<file path="config.mk">
export PLATFORM = sky130hd
export DESIGN_NAME = tlb_walk_mem_arbiter
export DESIGN_NICKNAME = d
export VERILOG_FILES = /design/src/rtl/tlb_walk_mem_arbiter.sv
export SDC_FILE = /design/constraint.sdc
export NUM_CORES = 1
export LEC_CHECK = 0
export BUFFER_PORTS_ARGS = -buffer_cell sky130_fd_sc_hd__clkbuf_2
export CORE_AREA = 3 3 158 160
export CTS_BUF_LIST = sky130_fd_sc_hd__clkbuf_8
export DETAILED_ROUTE_END_ITERATION = 10
export DIE_AREA = 0 0 161 163
export GPL_TIMING_DRIVEN = 0
export PLACE_DENSITY = 0.56
export RECOVER_POWER = 25
export SLEW_MARGIN = 20
export SYNTH_ARGS = -nofsm -noshare
export SYNTH_HDL_FRONTEND = slang
export SYNTH_SLANG_ARGS = --single-unit
</file>
<file path="constraint.sdc">
create_clock -name clk -period 1.5 [get_ports clk]
set_clock_uncertainty 0.1 [all_clocks]
set_input_delay 0.3 -clock clk [delete_from_list [all_inputs] [get_ports clk]]
set_output_delay 0.3 -clock clk [all_outputs]
set_load 0.05 [all_outputs]
</file>
<file path="src/rtl/tlb_walk_mem_arbiter.sv">
// tlb_walk_mem_arbiter
//   Shares one memory port between the ITLB and DTLB page-table walkers.
//   Round-robin arbitration; the granted walker may hold the port across
//   several accesses of one walk by keeping its lock input high.
//
//   Optional build macro: TLB_WALK_ARB_PERF_EN enables the perf counters.
//   When it is undefined the perf outputs are tied to zero.
//
// Ports
//   clk, rst                  clock, synchronous active-high reset
//   i_mem*, i_lock            ITLB walker request side
//   d_mem*, d_lock            DTLB walker request side
//   mem*                      shared memory port towards cache/bus
//   grantId                   0 = ITLB owns port, 1 = DTLB (valid when busy)
//   busy                      port is owned (access in flight or held)
//   perfIAccess/perfDAccess   completed accesses per walker
//   perfConflict              cycles a non-granted walker waited
module tlb_walk_mem_arbiter #(
    parameter int unsigned ADDR_WIDTH = 34,
    parameter int unsigned DATA_WIDTH = 32,
    parameter int unsigned CNT_WIDTH  = 32
) (
    input  logic                  clk,
    input  logic                  rst,

    input  logic [ADDR_WIDTH-1:0] i_memAddr,
    input  logic                  i_memReadEnable,
    input  logic                  i_memWriteEnable,
    input  logic [DATA_WIDTH-1:0] i_memWriteValue,
    input  logic                  i_lock,
    output logic                  i_memReadDone,
    output logic                  i_memWriteDone,
    output logic [DATA_WIDTH-1:0] i_memReadValue,

    input  logic [ADDR_WIDTH-1:0] d_memAddr,
    input  logic                  d_memReadEnable,
    input  logic                  d_memWriteEnable,
    input  logic [DATA_WIDTH-1:0] d_memWriteValue,
    input  logic                  d_lock,
    output logic                  d_memReadDone,
    output logic                  d_memWriteDone,
    output logic [DATA_WIDTH-1:0] d_memReadValue,

    output logic [ADDR_WIDTH-1:0] memAddr,
    output logic                  memReadEnable,
    output logic                  memWriteEnable,
    output logic [DATA_WIDTH-1:0] memWriteValue,
    input  logic                  memReadDone,
    input  logic                  memWriteDone,
    input  logic [DATA_WIDTH-1:0] memReadValue,

    output logic                  grantId,
    output logic                  busy,
    output logic [CNT_WIDTH-1:0]  perfIAccess,
    output logic [CNT_WIDTH-1:0]  perfDAccess,
    output logic [CNT_WIDTH-1:0]  perfConflict
);

    typedef enum logic [1:0] {StIdle, StBusy, StHold} state_e;

    state_e                state;
    logic                  grant_id;
    logic                  last_grant;
    logic [ADDR_WIDTH-1:0] cap_addr;
    logic                  cap_rd;
    logic                  cap_wr;
    logic [DATA_WIDTH-1:0] cap_wdata;

    logic                  i_req;
    logic                  d_req;
    logic                  g_req;
    logic                  g_lock;
    logic                  idle_sel;
    logic                  cap_sel;
    logic                  sel_rd;
    logic                  sel_wr;
    logic [ADDR_WIDTH-1:0] sel_addr;
    logic [DATA_WIDTH-1:0] sel_wdata;
    logic                  done;

    assign i_req  = i_memReadEnable | i_memWriteEnable;
    assign d_req  = d_memReadEnable | d_memWriteEnable;
    assign g_req  = grant_id ? d_req  : i_req;
    assign g_lock = grant_id ? d_lock : i_lock;

    // On a tie the walker that was not served last wins; otherwise whoever asks.
    assign idle_sel = (i_req & d_req) ? ~last_grant : d_req;
    // In HOLD only the current owner can be captured.
    assign cap_sel  = (state == StHold) ? grant_id : idle_sel;

    assign sel_rd    = cap_sel ? d_memReadEnable  : i_memReadEnable;
    assign sel_wr    = cap_sel ? d_memWriteEnable : i_memWriteEnable;
    assign sel_addr  = cap_sel ? d_memAddr        : i_memAddr;
    assign sel_wdata = cap_sel ? d_memWriteValue  : i_memWriteValue;

    // Captured rd/wr are only non-zero while BUSY, so no state qualifier needed.
    assign done = (memReadDone & cap_rd) | (memWriteDone & cap_wr);

    always_ff @(posedge clk) begin
        if (rst) begin
            state      <= StIdle;
            grant_id   <= 1'b0;
            last_grant <= 1'b1;
            cap_addr   <= '0;
            cap_rd     <= 1'b0;
            cap_wr     <= 1'b0;
            cap_wdata  <= '0;
        end else begin
            unique case (state)
                StIdle: begin
                    if (i_req | d_req) begin
                        grant_id  <= idle_sel;
                        cap_addr  <= sel_addr;
                        cap_rd    <= sel_rd;
                        cap_wr    <= sel_wr & ~sel_rd;
                        cap_wdata <= sel_wdata;
                        state     <= StBusy;
                    end
                end
                StBusy: begin
                    // Runs to completion even if the requester has dropped its enable.
                    if (done) begin
                        last_grant <= grant_id;
                        cap_addr   <= '0;
                        cap_rd     <= 1'b0;
                        cap_wr     <= 1'b0;
                        cap_wdata  <= '0;
                        state      <= g_lock ? StHold : StIdle;
                    end
                end
                StHold: begin
                    if (g_req) begin
                        cap_addr  <= sel_addr;
                        cap_rd    <= sel_rd;
                        cap_wr    <= sel_wr & ~sel_rd;
                        cap_wdata <= sel_wdata;
                        state     <= StBusy;
                    end else if (!g_lock) begin
                        state <= StIdle;
                    end
                end
                default: state <= StIdle;
            endcase
        end
    end

    assign memAddr        = cap_addr;
    assign memReadEnable  = cap_rd;
    assign memWriteEnable = cap_wr;
    assign memWriteValue  = cap_wdata;

    assign grantId = grant_id;
    assign busy    = (state != StIdle);

    assign i_memReadDone  = memReadDone  & cap_rd & ~grant_id;
    assign i_memWriteDone = memWriteDone & cap_wr & ~grant_id;
    assign d_memReadDone  = memReadDone  & cap_rd &  grant_id;
    assign d_memWriteDone = memWriteDone & cap_wr &  grant_id;
    assign i_memReadValue = memReadValue;
    assign d_memReadValue = memReadValue;

`ifdef TLB_WALK_ARB_PERF_EN
    logic                 conflict;
    logic [CNT_WIDTH-1:0] cnt_i;
    logic [CNT_WIDTH-1:0] cnt_d;
    logic [CNT_WIDTH-1:0] cnt_c;

    assign conflict = (state != StIdle) & (grant_id ? i_req : d_req);

    always_ff @(posedge clk) begin
        if (rst) begin
            cnt_i <= '0;
            cnt_d <= '0;
            cnt_c <= '0;
        end else begin
            if (done && !grant_id) cnt_i <= cnt_i + CNT_WIDTH'(1);
            if (done &&  grant_id) cnt_d <= cnt_d + CNT_WIDTH'(1);
            if (conflict)          cnt_c <= cnt_c + CNT_WIDTH'(1);
        end
    end

    assign perfIAccess  = cnt_i;
    assign perfDAccess  = cnt_d;
    assign perfConflict = cnt_c;
`else
    assign perfIAccess  = '0;
    assign perfDAccess  = '0;
    assign perfConflict = '0;
`endif

endmodule

</file>
# --- Word level (Yosys, flattened, before mapping) ---
# Index checks and enable logic that the tools add are counted.
totals:
  register_bits: 72
  latchBits: 0
  ram_bits: 0
  romBits: 0
  out_inout_bits: 234
  n_memories: 0
op_classes:
  addsub: 0
  multipliers: 0
  div_mod_pow: 0
  magnitude_cmp: 0
  eq_ne: 6
  shifts: 0
  n_mux: 29
  bitwise_logic: 15
  n_reduce_logical: 7
op_table:
  columns: ["cell", "n"]
  rows:
  - ["$mux 34", 4]
  - ["$mux 32", 4]
  - ["$pmux 34 s3", 1]
  - ["$pmux 32 s3", 1]
  - ["$mux 1", 11]
  - ["$mux 2", 5]
  - ["$and 1x1->1", 8]
  - ["$ne 2x2->1 const B", 3]
  - ["$pmux 1 s3", 2]
  - ["$pmux 2 s3", 1]
  - ["$or 1x1->1", 4]
  - ["$reduce_and 2->1", 2]
  - ["$reduce_and 4->1", 1]
  - ["$ne 3x3->1 const B", 1]
  - ["$not 1->1", 3]
  - ["$reduce_and 3->1", 1]
  - ["$reduce_bool 3->1", 1]
  - ["$eq 2x1->1 const B", 1]
  - ["$eq 2x2->1 const B", 1]
  - ["$logic_not 2->1", 1]
  - ["$reduce_bool 2->1", 1]

# --- Logic depth before layout (Yosys ltp) ---
# Gate-level depths: netlist of run 1.
depth:
  ltp_word: 9
  depth_mapped: 6
  ltp_nobuf: 4

# --- Worst setup path after synthesis of run 1 ---
# Ideal clock, no wire load.
synth_timing:
  kind: "register to register"
  from: "reg grant_id (netlist: grantId)"
  to: "reg cap_addr[19] (netlist: memAddr[19])"
  setup_time_ns: 0.136
  t_arrival_ns: 1.734
  t_required_ns: 1.264
  path_slack_ns: -0.470
  path_stages_with_launch: 7
  n_path_buf: 3
  synth_period_minus_slack_ns: 1.970
  path_cell_list: "dfxtp_1 > buf_2 > a311oi_1 > nand2_1 > buf_2 > clkbuf_1 > o32ai_1"
synth_between:
  elab_chain_len: 4
  elab_cells_between_ends: 8
  cone_classes: "eq/ne: 1; mux: 6; reduce/logical: 1"
synth_lines:
  columns: ["element", "line", "text"]
  rows:
  - ["start, declared", "62", "logic grant_id;"]
  - ["start signal, assigned", "112", "grant_id <= idle_sel;"]
  - ["$mux 1", "89", "assign cap_sel = (state == StHold) ? grant_id : idle_sel;"]
  - ["$mux 34", "93", "assign sel_addr = cap_sel ? d_memAddr : i_memAddr;"]
  - ["$mux 34 (on tied branches)", "132, 111", null]
  - ["$pmux 34 s3", "109", "unique case (state)"]
  - ["end signal, assigned", "113", "cap_addr <= sel_addr;"]
  - ["end signal, assigned", "133", "cap_addr <= sel_addr;"]
  - ["end, declared", "64", "logic [ADDR_WIDTH-1:0] cap_addr;"]
# Parallel ways exist; a longest one is shown, timed or not. The select of a mux whose other input is x is not followed.
# A chain may end at the register's enable or synchronous reset.

# --- Final worst setup path of run 1 ---
layout_timing:
  from: "reg state[1]"
  to: "reg cap_rd (netlist: memReadEnable)"
layout_between:
  elab_chain_len: 5
  elab_cells_between_ends: 13
  cone_classes: "eq/ne: 5; mux: 5; reduce/logical: 3"
layout_lines:
  columns: ["element", "line", "text"]
  rows:
  - ["start, declared", "61", "state_e state;"]
  - ["start signal, assigned", "101", "state <= StIdle;"]
  - ["start signal, assigned", "117", "state <= StBusy;"]
  - ["start signal, assigned", "128", "state <= g_lock ? StHold : StIdle;"]
  - ["$eq 2x2->1", "89, 109", null]
  - ["$mux 1", "89", null]
  - ["$mux 1", "91", "assign sel_rd = cap_sel ? d_memReadEnable : i_memReadEnable;"]
  - ["$mux 1 (on tied branches)", "132, 111", null]
  - ["$pmux 1 s3", "109", null]
  - ["end signal, assigned", "114", "cap_rd <= sel_rd;"]
  - ["end signal, assigned", "134", "cap_rd <= sel_rd;"]
  - ["end, declared", "65", "logic cap_rd;"]
# Parallel ways exist; a longest one is shown, timed or not. The select of a mux whose other input is x is not followed.

==> flow_summary.json, run 1 <==
{
  "placed_area_um2": 6790,
  "hold_start": "d_memWriteValue[12]",
  "netlist_top_cells_area": "dfxtp_1 (31%), buf_4 (26%), mux2i_1 (15%)",
  "fp.dieArea_um2": 26200,
  "synthesis.instances": 506,
  "rows": 56,
  "diodes": 0,
  "synthAdderAreaFrac_pct": 0,
  "slew-limit-headroom_pct": 51.0,
  "synth_compound_area_share_pct": 15.6,
  "hp-class": "primary input to flop",
  "clk_latency_ps": 360,
  "io_pins": 408,
  "ys_seq_elements": 72,
  "cts-hold-fix-buffers": 0,
  "status": "finished with violations",
  "core_area_um2": 23500,
  "antenna_found_initial": 0,
  "grt.total_usage_pct": 11.4,
  "power.static_leakage_nw": 3.97,
  "grt_max_degree": 13,
  "synth-edff-count": 0,
  "ctsHtreeMaxLevel": 3,
  "worst_r2r_endpoint": "memReadEnable",
  "grt_pass1_vias": 4185,
  "critPathCaptureType": "flop",
  "crit_required_ps": 1650,
  "rsz0062_at_grt": "true",
  "cp-startpoint": "state[1]",
  "yosysMostFrequentCell": "buf_4",
  "synthesis.area_um2": 4600,
  "finalNetCount": 1070,
  "synth-xor-area-share_pct": 0,
  "yosysUniqueCellTypes": 34,
  "crit_type": "flop to flop",
  "synth.yosys.seq_area_share_pct": 31.4,
  "clk_transition_reported_paths_ps": 80,
  "wire_per_inst_um": 13.4,
  "synth_top_area_share_pct": 31.4,
  "hold_viol_final": 0,
  "grt_overflow": 0,
  "hold_path_depth": 3,
  "synth-simple-area-share_pct": 2.72,
  "powerDensity_nw_per_um2": 999,
  "violations": "negative setup slack",
  "min_period_ps": 1750,
  "cts_tree": "yes",
  "die_h_um": 163,
  "holdPathEnd": "memWriteValue[12]",
  "start_util_pct": 19.5,
  "synth_top_area_cell": "dfxtp_1",
  "fin_crit_sh_pct": 117,
  "root_buffer": "clkbuf_8",
  "fmax_mhz": 572,
  "first_iter_violations": 109,
  "post-dp-hpwl_mm": 13.5,
  "grt_first_pass_wirelength_mm": 23.1,
  "synth_top_family_by_area": "buffers and inverters",
  "worstSetupStartpointType": "flop",
  "drtPass1Iterations": 4,
  "routed_wl_mm": 16.4,
  "slew_violations": 0,
  "portBuffers": 278,
  "drcViolationCount": 0,
  "synthMuxAreaShare_pct": 14.8,
  "worst_r2r_path_depth": 5,
  "yosysWarnings": 0,
  "dr_total_vias": 4445,
  "ant_nets": 0,
  "async_flop_share_pct": 0,
  "drive_gt1_share_pct": 54.8,
  "ys.flop_type": "dfxtp_1",
  "final_cell_area_um2": 7430,
  "worstPathArrival_ps": 1900,
  "timing.hold.ws_ps": 96.7,
  "finalWorstSetupSlack_ps": -248,
  "cp_max_fo": 8,
  "dieWidth_um": 161,
  "setup_viol": 72,
  "timing.rr.start": "state[1]",
  "area_growth_pct": 61.7,
  "cts_buffers": 9,
  "synthTopCellsByCount": "buf_4 (162), dfxtp_1 (72), inv_1 (67), mux2i_1 (67), o32ai_1 (67)",
  "p_total_mw": 7.43,
  "syn_area_per_cell_um2": 9.08,
  "rrSetupSlack_ps": -250,
  "maxCapViolations": 0,
  "place.gp.congestion": 0.702,
  "viasPerCell": 3.64,
  "worstMarginPinSlew_ps": 736,
  "ir_drop_mv": 0.345,
  "cts_max_path_buffers": 2,
  "cts.sinks": 72
}
## where the power goes
| part | internal, mW | total, mW | switching (mW) |
|---|---|---|---|
| sequential | 2.12 | 2.25 | 0.125 |
| combinational | 1.12 | 3.53 | 2.41 |
| clock | 0.854 | 1.65 | 0.798 |
## how the worst max path moves through the flow
stage                                  end
after global routing      memWriteValue[0]
after global placement         memAddr[22]
after floorplan                memAddr[11]
after detailed placement       memAddr[22]
after CTS                      memAddr[19]
final                        memReadEnable
## sequential cells by signal (all words and copies together), names as in the netlist
register        count
memAddr            34
memReadEnable       1
state               2
memWriteEnable      1
last_grant          1
grantId             1
memWriteValue      32
## layout by cell type, fill, tap and decap left out, types with 3 or more instances in the layout
cell,synthesis,routed
clkbuf_8,0,11
buf_6,6,5
nor2_1,5,3
mux2i_2,0,10
buf_12,0,5
mux2i_4,0,4
dfxtp_1,72,67
clkbuf_1,13,41
clkbuf_16,0,3
dfxtp_4,0,4
o32ai_2,0,6
buf_8,0,6
o32ai_1,67,61
conb_1,1,96
mux2i_1,67,53
nor2b_1,4,3
clkbuf_4,0,6
inv_1,67,67
clkbuf_2,0,240
buf_4,162,165
## what timing repair did
item | 4_1_cts | 5_1_grt
resized for setup | 59 | 42
hold endpoints to repair | 0 | 0
endpoints found under the setup margin | 75 | 74
cloned | 1 | 0
buffers inserted | 4 | 1
pin swaps | 4 | 2
## layer usage
layer	routed length, µm	global-route usage, %	vias up
li1	-	-	2266
met1	6010	12.2	1939
met2	8610	20.9	227
met3	1580	4.30	13
met4	179	3.05	0
met5	0	0	-
## critical path, cell delays in order, from the launching register on
cell     delay [ps]
dfxtp_4         400
and3b_1         220
a31oi_4         190
buf_6           160
mux2_4          320
a32o_1          250
## area by class of cell
class | instances | area (µm²)
inverters | 67 | 251
clock inverters | 5 | 55.1
repair buffers | 284 | 1510
plain buffers | 190 | 1490
multi-input cells | 272 | 2120
clock buffers | 11 | 151
flip-flops and latches | 72 | 1460
well taps | 319 | 399
fillers | 2554 | 16100
## cells by family (layout without fill, tap and decap cells)
| group | Yosys count | after routing |
|---|---|---|
| compound gates | 84 | 84 |
| buf+inv | 257 | 557 |
| flops | 72 | 72 |
| mux | 68 | 68 |
| other cells | 1 | 96 |
| simple gates | 24 | 24 |
## stage by stage
| stage | worst slack [ps] | TNS (ps) | util, % | cells |
|---|---|---|---|---|
| final | -248 | -12370 | 31.6 | 1220 |
| after detailed placement | -761 | -41810 | 28.8 | 1198 |
| after floorplan | -116 | -4740 | - | 601 |
| after global routing | -326 | -17610 | 31.6 | 1220 |
| after global placement | -733 | -40060 | 28.8 | 1198 |
| after CTS | -232 | -13150 | 31.0 | 1219 |
(Power assumes the default switching activity.)
==> run 2, diff against run 1 <==
- PLACE_DENSITY: 0.56 -> 0.5
==> run 2 against run 1 <==
Against the previous run: the run still ends with negative setup slack left; critical path depth is 1 higher; via count is 1.1% higher; maximum frequency is 0.64% higher; total power is 4.4% higher; wire length is 0.42% lower; clock power is 16% higher; sequential power hardly changed; final area is 2.0% higher; hold slack better by 8.9 ps; critical path type unchanged; largest power group unchanged.
==> flow_summary.json, run 2 (synthesis gave the netlist of run 1 again) <==
{
  "drcViolationCount": 0,
  "final_cell_area_um2": 7580,
  "slew-limit-headroom_pct": 60.0,
  "grt_max_degree": 13,
  "fmax_mhz": 576,
  "dieWidth_um": 161,
  "crit_top_cell": "buf_12",
  "dr_total_vias": 4494,
  "critPathMaxStageDelay_ps": 380,
  "maxCapViolations": 0,
  "crit_chain": "and3b_1 -> a31oi_4 -> buf_12 -> buf_12 -> mux2i_4 -> o32ai_1",
  "use_met2_pct": 20.8,
  "drtPass1Iterations": 6,
  "use_met1_pct": 12.5,
  "crit_type": "flop to flop",
  "slew_violations": 0,
  "root_buffer": "clkbuf_8",
  "cp_max_fo": 8,
  "antenna_found_initial": 0,
  "dp_cells": 1198,
  "grt_pass1_vias": 4256,
  "cpMaxStageDelayCell": "dfxtp_4",
  "first_iter_violations": 130,
  "drive_gt1_share_pct": 55.4,
  "clk_latency_ps": 350,
  "wire_per_inst_um": 13.3,
  "status": "finished with violations",
  "finalWorstSetupSlack_ps": -237,
  "worstMarginPinSlew_ps": 602,
  "ctsHtreeMaxLevel": 3,
  "cts_max_path_buffers": 2,
  "top_usage_layer": "met2",
  "worstSetupStartpointType": "flop",
  "clk_transition_reported_paths_ps": 80,
  "setup_viol": 73,
  "critPathCaptureType": "flop",
  "die_h_um": 163,
  "area_growth_pct": 65.0,
  "mostFrequentLayoutCells": "clkbuf_2 (240), buf_4 (174), conb_1 (96)",
  "cp-startpoint": "state[0]",
  "core_area_um2": 23500,
  "timing.rr.start": "state[0]",
  "placed_area_um2": 6790,
  "final_cells": 1230,
  "hp-class": "primary input to flop",
  "cts.sinks": 72,
  "viasPerCell": 3.65,
  "largest_reg_flops": 34,
  "post-dp-hpwl_mm": 13.3,
  "min_period_ps": 1740,
  "cts_buffers": 9,
  "start_util_pct": 19.5,
  "worstPathArrival_ps": 1860,
  "grt_overflow": 0,
  "rsz0062_at_grt": "true",
  "crit_required_ps": 1620,
  "grt_use_met3_pct": 4.04,
  "hold_start": "d_memWriteValue[16]",
  "final_common_cell": "clkbuf_2",
  "fin_crit_sh_pct": 116,
  "powerDensity_nw_per_um2": 1020,
  "place.gp.congestion": 0.722,
  "rrSetupSlack_ps": -240,
  "cts-hold-fix-buffers": 0,
  "setup_tns_ps": -13330,
  "grt_first_pass_wirelength_mm": 23.3,
  "routed_wl_mm": 16.3,
  "fp.dieArea_um2": 26200,
  "power.static_leakage_nw": 4.03,
  "violations": "negative setup slack",
  "cts_tree": "yes",
  "diodes": 0,
  "io_pins": 408,
  "ir_drop_mv": 0.436,
  "portBuffers": 278,
  "rows": 56,
  "hold_viol_final": 0,
  "finalNetCount": 1080,
  "grt.total_usage_pct": 11.4,
  "ant_nets": 0
}
## run 2: final cells by class
class / instances / area, µm²
Buffer: 189 / 1490
Clock buffer: 10 / 138
Clock inverter: 6 / 108
Fill cell: 2564 / 16000
Inverter: 67 / 251
Multi-Input combinational cell: 272 / 2130
Sequential cell: 72 / 1460
Tap cell: 319 / 399
Timing Repair Buffer: 295 / 1620
## run 2: routing by layer
| metal | up-vias | routed length (µm) |
|---|---|---|
| li1 | 2285 | - |
| met1 | 1949 | 6060 |
| met2 | 247 | 8330 |
| met3 | 13 | 1670 |
| met4 | 0 | 246 |
| met5 | - | 0 |
## run 2: critical path: cells and delay by family, from the launching register on
kind / cells / cell delay, ps
DFF: 1 / 380
buffers and inverters: 2 / 360
AOI/OAI and AO/OA: 2 / 310
muxes: 1 / 240
and+or+nand+nor: 1 / 200
## run 2: power by group
part           leakage (nW)  total, mW  switching [mW]  internal, mW
logic                  3.31       3.62            2.44          1.18
clock network         0.128       1.91           0.761          1.14
registers             0.598       2.24           0.115          2.12
## run 2: worst paths after layout
kind                                          end  cells after the start
worst max-delay path                  memAddr[19]                      6
worst min-delay path            memWriteValue[16]                      3
worst max register to register        memAddr[19]                      6
worst min register to register        memAddr[21]                      2
## run 2: through the flow
step	hold WS, ps	setup slack [ps]	util [%]	power, mW
5_1_grt	88.7	-320	32.2	8.17
3_5_place_dp	367	-958	28.8	5.62
4_1_cts	66.6	-248	31.6	7.81
6_report	106	-237	32.2	7.76
2_1_floorplan	370	-116	-	4.88
3_3_place_gp	360	-917	28.8	5.60
## run 2: timing repair
action | in CTS | in global routing
pin swaps | 10 | 4
hold endpoints to repair | 0 | 0
resized for setup | 67 | 38
setup endpoints to repair | 76 | 75
setup buffers | 15 | 0
cloned | 1 | 1
